## src/rtl/fill_valve_arbiter.sv

```systemverilog
// fill_valve_arbiter
//   Round-robin arbiter sharing one water-inlet valve among N_MACH washer
//   controllers. One washer owns the valve at a time. Each hold is capped at
//   MAX_HOLD cycles. Every grant is followed by a GAP-cycle settle interval
//   with the valve closed.
//
// Ports
//   CLK       system clock, rising edge
//   RST_N     asynchronous active-low reset
//   REQ       per-washer fill request (level)
//   DONE      per-washer fill complete (only the owner's bit is sampled)
//   GNT       one-hot grant, registered, zero when the valve is free
//   GRANT_ID  index of current owner; holds last owner when GNT is zero
//   VALVE     valve open, registered, equals |GNT
//   BUSY      high while granting or settling
//   TIMEOUT   one-cycle pulse when a grant is ended only by the hold cap
module fill_valve_arbiter #(
  parameter int unsigned N_MACH   = 4,
  parameter int unsigned MAX_HOLD = 8,
  parameter int unsigned GAP      = 2
) (
  input  logic              CLK,
  input  logic              RST_N,
  input  logic [N_MACH-1:0] REQ,
  input  logic [N_MACH-1:0] DONE,
  output logic [N_MACH-1:0] GNT,
  output logic [2:0]        GRANT_ID,
  output logic              VALVE,
  output logic              BUSY,
  output logic              TIMEOUT
);

  localparam int unsigned IW = (N_MACH > 1) ? $clog2(N_MACH) : 1;
  localparam int unsigned HW = $clog2(MAX_HOLD + 1);
  localparam int unsigned SW = $clog2(GAP + 1);

  typedef enum logic [1:0] {
    IDLE,
    GRANT,
    SETTLE
  } state_t;

  state_t        state;
  logic [IW-1:0] last;
  logic [HW-1:0] hold_cnt;
  logic [SW-1:0] settle_cnt;

  logic [IW-1:0] pick;
  logic [IW-1:0] cand;
  logic          found;
  logic          own_done;
  logic          own_drop;
  logic          cap;

  // Rotating priority: scan from the washer after the last owner, wrapping,
  // so the previous owner is always considered last.
  always_comb begin
    pick  = '0;
    cand  = '0;
    found = 1'b0;
    for (int unsigned i = 1; i <= N_MACH; i++) begin
      cand = IW'((32'(last) + i) % N_MACH);
      if (!found && REQ[cand]) begin
        found = 1'b1;
        pick  = cand;
      end
    end
  end

  // While granting, 'last' is the current owner.
  always_comb begin
    own_done = DONE[last];
    own_drop = ~REQ[last];
    cap      = (hold_cnt == HW'(MAX_HOLD - 1));
  end

  always_ff @(posedge CLK or negedge RST_N) begin
    if (!RST_N) begin
      state      <= IDLE;
      GNT        <= '0;
      VALVE      <= 1'b0;
      BUSY       <= 1'b0;
      TIMEOUT    <= 1'b0;
      GRANT_ID   <= '0;
      hold_cnt   <= '0;
      settle_cnt <= '0;
      last       <= IW'(N_MACH - 1);
    end else begin
      TIMEOUT <= 1'b0;
      case (state)
        IDLE: begin
          if (found) begin
            state     <= GRANT;
            GNT       <= '0;
            GNT[pick] <= 1'b1;
            VALVE     <= 1'b1;
            BUSY      <= 1'b1;
            GRANT_ID  <= 3'(pick);
            last      <= pick;
            hold_cnt  <= '0;
          end
        end
        GRANT: begin
          if (own_done || own_drop || cap) begin
            state      <= SETTLE;
            GNT        <= '0;
            VALVE      <= 1'b0;
            settle_cnt <= '0;
            // DONE or a dropped REQ outrank the cap as the release cause.
            TIMEOUT    <= cap & ~own_done & ~own_drop;
          end else begin
            hold_cnt <= hold_cnt + 1'b1;
          end
        end
        SETTLE: begin
          if (settle_cnt == SW'(GAP - 1)) begin
            state <= IDLE;
            BUSY  <= 1'b0;
          end else begin
            settle_cnt <= settle_cnt + 1'b1;
          end
        end
        default: state <= IDLE;
      endcase
    end
  end

endmodule

```

## config.mk

```make
export PLATFORM = sky130hd
export DESIGN_NAME = fill_valve_arbiter
export DESIGN_NICKNAME = d
export VERILOG_FILES = /design/src/rtl/fill_valve_arbiter.sv
export SDC_FILE = /design/constraint.sdc
export NUM_CORES = 1
export LEC_CHECK = 0
export CORE_MARGIN = 2
export CORE_UTILIZATION = 40
export DETAILED_ROUTE_END_ITERATION = 12
export PLACE_DENSITY = 0.73
export SYNTH_ARGS = -nofsm -noshare
export SYNTH_HDL_FRONTEND = slang
export SYNTH_SLANG_ARGS = --single-unit
```

## constraint.sdc

```tcl
create_clock -name CLK -period 5.1 [get_ports CLK]
set_input_delay 0.51 -clock CLK [delete_from_list [all_inputs] [get_ports CLK]]
set_output_delay 0.51 -clock CLK [all_outputs]
set_load 0.02 [all_outputs]
```

==> results.md <==
* Yosys reg bits at 19
* Combinational fraction of design power at ~48%
* Ys async rst share at 100%
* Most Crowded Layer GR: met2
* Mapped Nets at 119
* Leakage power at 0.518 nW
* Die area at 2960 um^2
* Worst-skew pair later-pin latency at 310 ps
* GRT Residual Overflow at 0
* Die W at between 50 and 60 um
* Vias per cell at 5.62
* Drt total wl at 2210 um
* I/O Pins at 20
* Sw frac at 42.5%
* Syn Std Cell Area at 1020 um^2
* Net switching power at 282 uW
* Layout cells sized above 1 at 5.65%
* CP endpoint kind: flop
* Met2 usage at 28.7%
* Row cnt at 18
* TNS Setup at 0 ps
* Avg Inst Size Synth at 9.51 um^2
* Post-route ant nets at 0
* Delay-heaviest family, CP: simple AND/OR/NAND/NOR gates
* First-pass GRT wire length at about 3600 um
* Peak VDD IR at 275 uV
* Met3 usage at 4.92%
* Number of global-route vias before repair at between 800 and 900
* Register area at around 480 um^2
* Die Height at 54.4 um
* Max frequency at between 0.4 and 0.5 GHz
* Max Buffers Root-to-Sink at 2
* Min Tclk post-route at around 2100 ps
* Internal at 382 uW
* Area of the multi-input gates at 489 um^2
* Worst hold path startpoint: GRANT_ID[1]
* WP buf/inv at 1
* Drt pass-1 iters at 4
* H-tree Lvls at 1
* Period utilization at ~41%
* Core area at 2430 um^2
* Initial core utilization at 41.8%
* Critical path, cell by cell: clkdlybuf4s50_1 -> nor4_1 -> or3_1 -> nor2_1 -> a32o_1
* Fin nets at 137
* Layout fillers at 242
* FF-to-FF End: settle_cnt[1]
* Number of synthesized flops with an enable pin at 0
* GP Congestion at 0.826
* Reg2reg path depth at 3
* Iter 0 DRT Violations at 13
* Critical Path AT at 2300 ps
* Tot GR Track Use at about 17%
* Num CTS Buffers at 3
* Yosys cell types at 37
* Status: complete, no violations
* # Max-Cap Violations at 0
* Pwr/cell area at between 500 and 600 nW/um^2
* Crit-path max FO at 12
* # placed instances at 150
* Layout Area Growth over Synthesis at 20.9%
* Cell count after synthesis at approximately 110
* Clk sinks at 19
* Root Driver: clkbuf_4
* Worst reg-to-reg setup slack at about 3200 ps
* Routed via count at 865
* Sequential Power Share at 40.3%
* Detailed placement HPWL at 1680 um
* Clock Skew at 10.6 ps
* Diode count at 0
* Critical path class: input pin to flop
* CP max stage cell: nor4_1
* Synth warn at 0
* Largest net degree at the start of global routing at 20
* CTS Hold Bufs at 0
* Dpl cell area at 1200 um^2
* DRC viols at 0
* Clk pwr share at 11.9%
* CTS tree: built
* Synth Flop Type: dfrtp_1
* Initial antenna violation count at 0
* Worst Max-Slew Pin Slew at 834 ps
* # setup viols final at 0
* Fin cells at 154
* Sequential fraction of the synthesis area at 47.0%
* Register clock-pin slew on the reported worst setup and hold paths at 120 ps
* Area contributors post-synth: dfrtp_1, dfstp_2, nand2b_1
* Port bufs at 18
* Min-Delay Endpoint: GRANT_ID[1]
* CTS resizes at 0
* Critical path required time at between 5000 and 6000 ps
* Top post-synthesis cells by count: dfrtp_1, nor2_1, a21oi_1, nand2_1, nand2b_1
* RSZ-0062 raised after global routing: false
* Startpoint types: input pin
* Total power at 664 uW
* R2r startpoint: last[1]
* Post-synth top area share at 41.8%
* Hold Violations, Final at 0
* Post-DR wirelength/cell at 14.4 um
* Max-slew violation count at 0
* Most frequent cell after synthesis: dfrtp_1
* Fin area at around 1200 um^2
* Max_slew headroom at 44.3%
* Synth area leader: dfrtp_1
* WHS Path Cells at 1
* Slowest stage delay, CP at 550 ps
* Worst Hold Class: flop to flop
* Postcts setup bufs at 0
* GR Util met1 at 22.1%
-- stage by stage --
| stage | util (%) | hold WS [ps] | worst slack (ps) |
|---|---|---|---|
| after floorplan | - | 214 | 3360 |
| after global placement | 49.5 | 483 | 2780 |
| after detailed placement | 49.5 | 508 | 2700 |
| after CTS | 50.6 | 536 | 3020 |
| after global routing | 50.6 | 566 | 2880 |
| final | 50.6 | 525 | 3010 |
-- cells in the final DEF, fill, tap and decap left out --
cell type         n
clkdlybuf4s50_1  18
dfrtp_1          17
nor2_1           10
a21oi_1           8
nand2_1           8
nand2b_1          7
inv_1             5
o21ai_0           5
nor3_1            4
nor2b_1           3
o32ai_1           3
o31ai_1           3
a21o_1            3
clkbuf_4          3
or3_1             2
o21a_1            2
o311ai_0          2
ha_1              2
dfstp_2           2
mux4_2            1
nand3b_1          1
nor4_1            1
mux2i_1           1
a2bb2oi_1         1
and3b_1           1
or2_2             1
o31a_1            1
a32o_1            1
and2_1            1
nand4_1           1
and3_1            1
o211ai_1          1
o311ai_1          1
nand3_1           1
conb_1            1
clkbuf_1          1
-- power by group through the flow --
stage / clock, mW / sequential (mW) / combinational [mW]
after floorplan: 0 / 0.270 / 0.214
after global placement: 0 / 0.268 / 0.304
after detailed placement: 0 / 0.272 / 0.318
after CTS: 0.0802 / 0.269 / 0.321
after global routing: 0.0853 / 0.280 / 0.352
final: 0.0791 / 0.268 / 0.317
-- worst max-delay path by stage --
stage	slack [ps]	endpoint	cells past startpoint	from
finish	3010	GNT[3]	5	REQ[1]
global route	2880	GNT[3]	5	REQ[1]
CTS	3020	GNT[3]	5	REQ[1]
detailed placement	2700	GNT[3]	5	REQ[1]
global placement	2780	hold_cnt[1]	5	REQ[3]
floorplan	3360	hold_cnt[2]	4	last[1]
-- worst reg2reg max path: cells and delay by family (launching register included) --
| family | cells | cell delay, ps |
|---|---|---|
| compound gates | 1 | 310 |
| flops | 1 | 630 |
| mux | 1 | 620 |
| simple gates | 1 | 220 |
-- logic make-up after synthesis --
kind of cell    Yosys count  synth area share (%)
simple gates             42                  21.2
buf+inv                  10                  4.92
flops                    19                  47.0
other cells               1                 0.369
fa+ha+maj                 2                  2.46
mux                       2                  3.20
compound gates           31                  20.9
-- state kept, by name (all words and copies together), names as in the netlist, 2 cells and up --
signal,count
settle_cnt,2
GNT,4
last,2
GRANT_ID,2
hold_cnt,4
state,2
-- area by class of cell --
class	instances	area share (%)
flip-flops and latches	19	38.9
well taps	30	3.05
repair buffers	18	14.6
inverters	5	1.53
clock buffers	4	2.14
multi-input cells	78	39.8
-- per-layer routing --
metal	share of wire, %	routed length, um
met1	48	1060
met2	47	1040
met3	3.6	79
met4	1.5	34
met5	0	0
(Power assumes the default switching activity.)
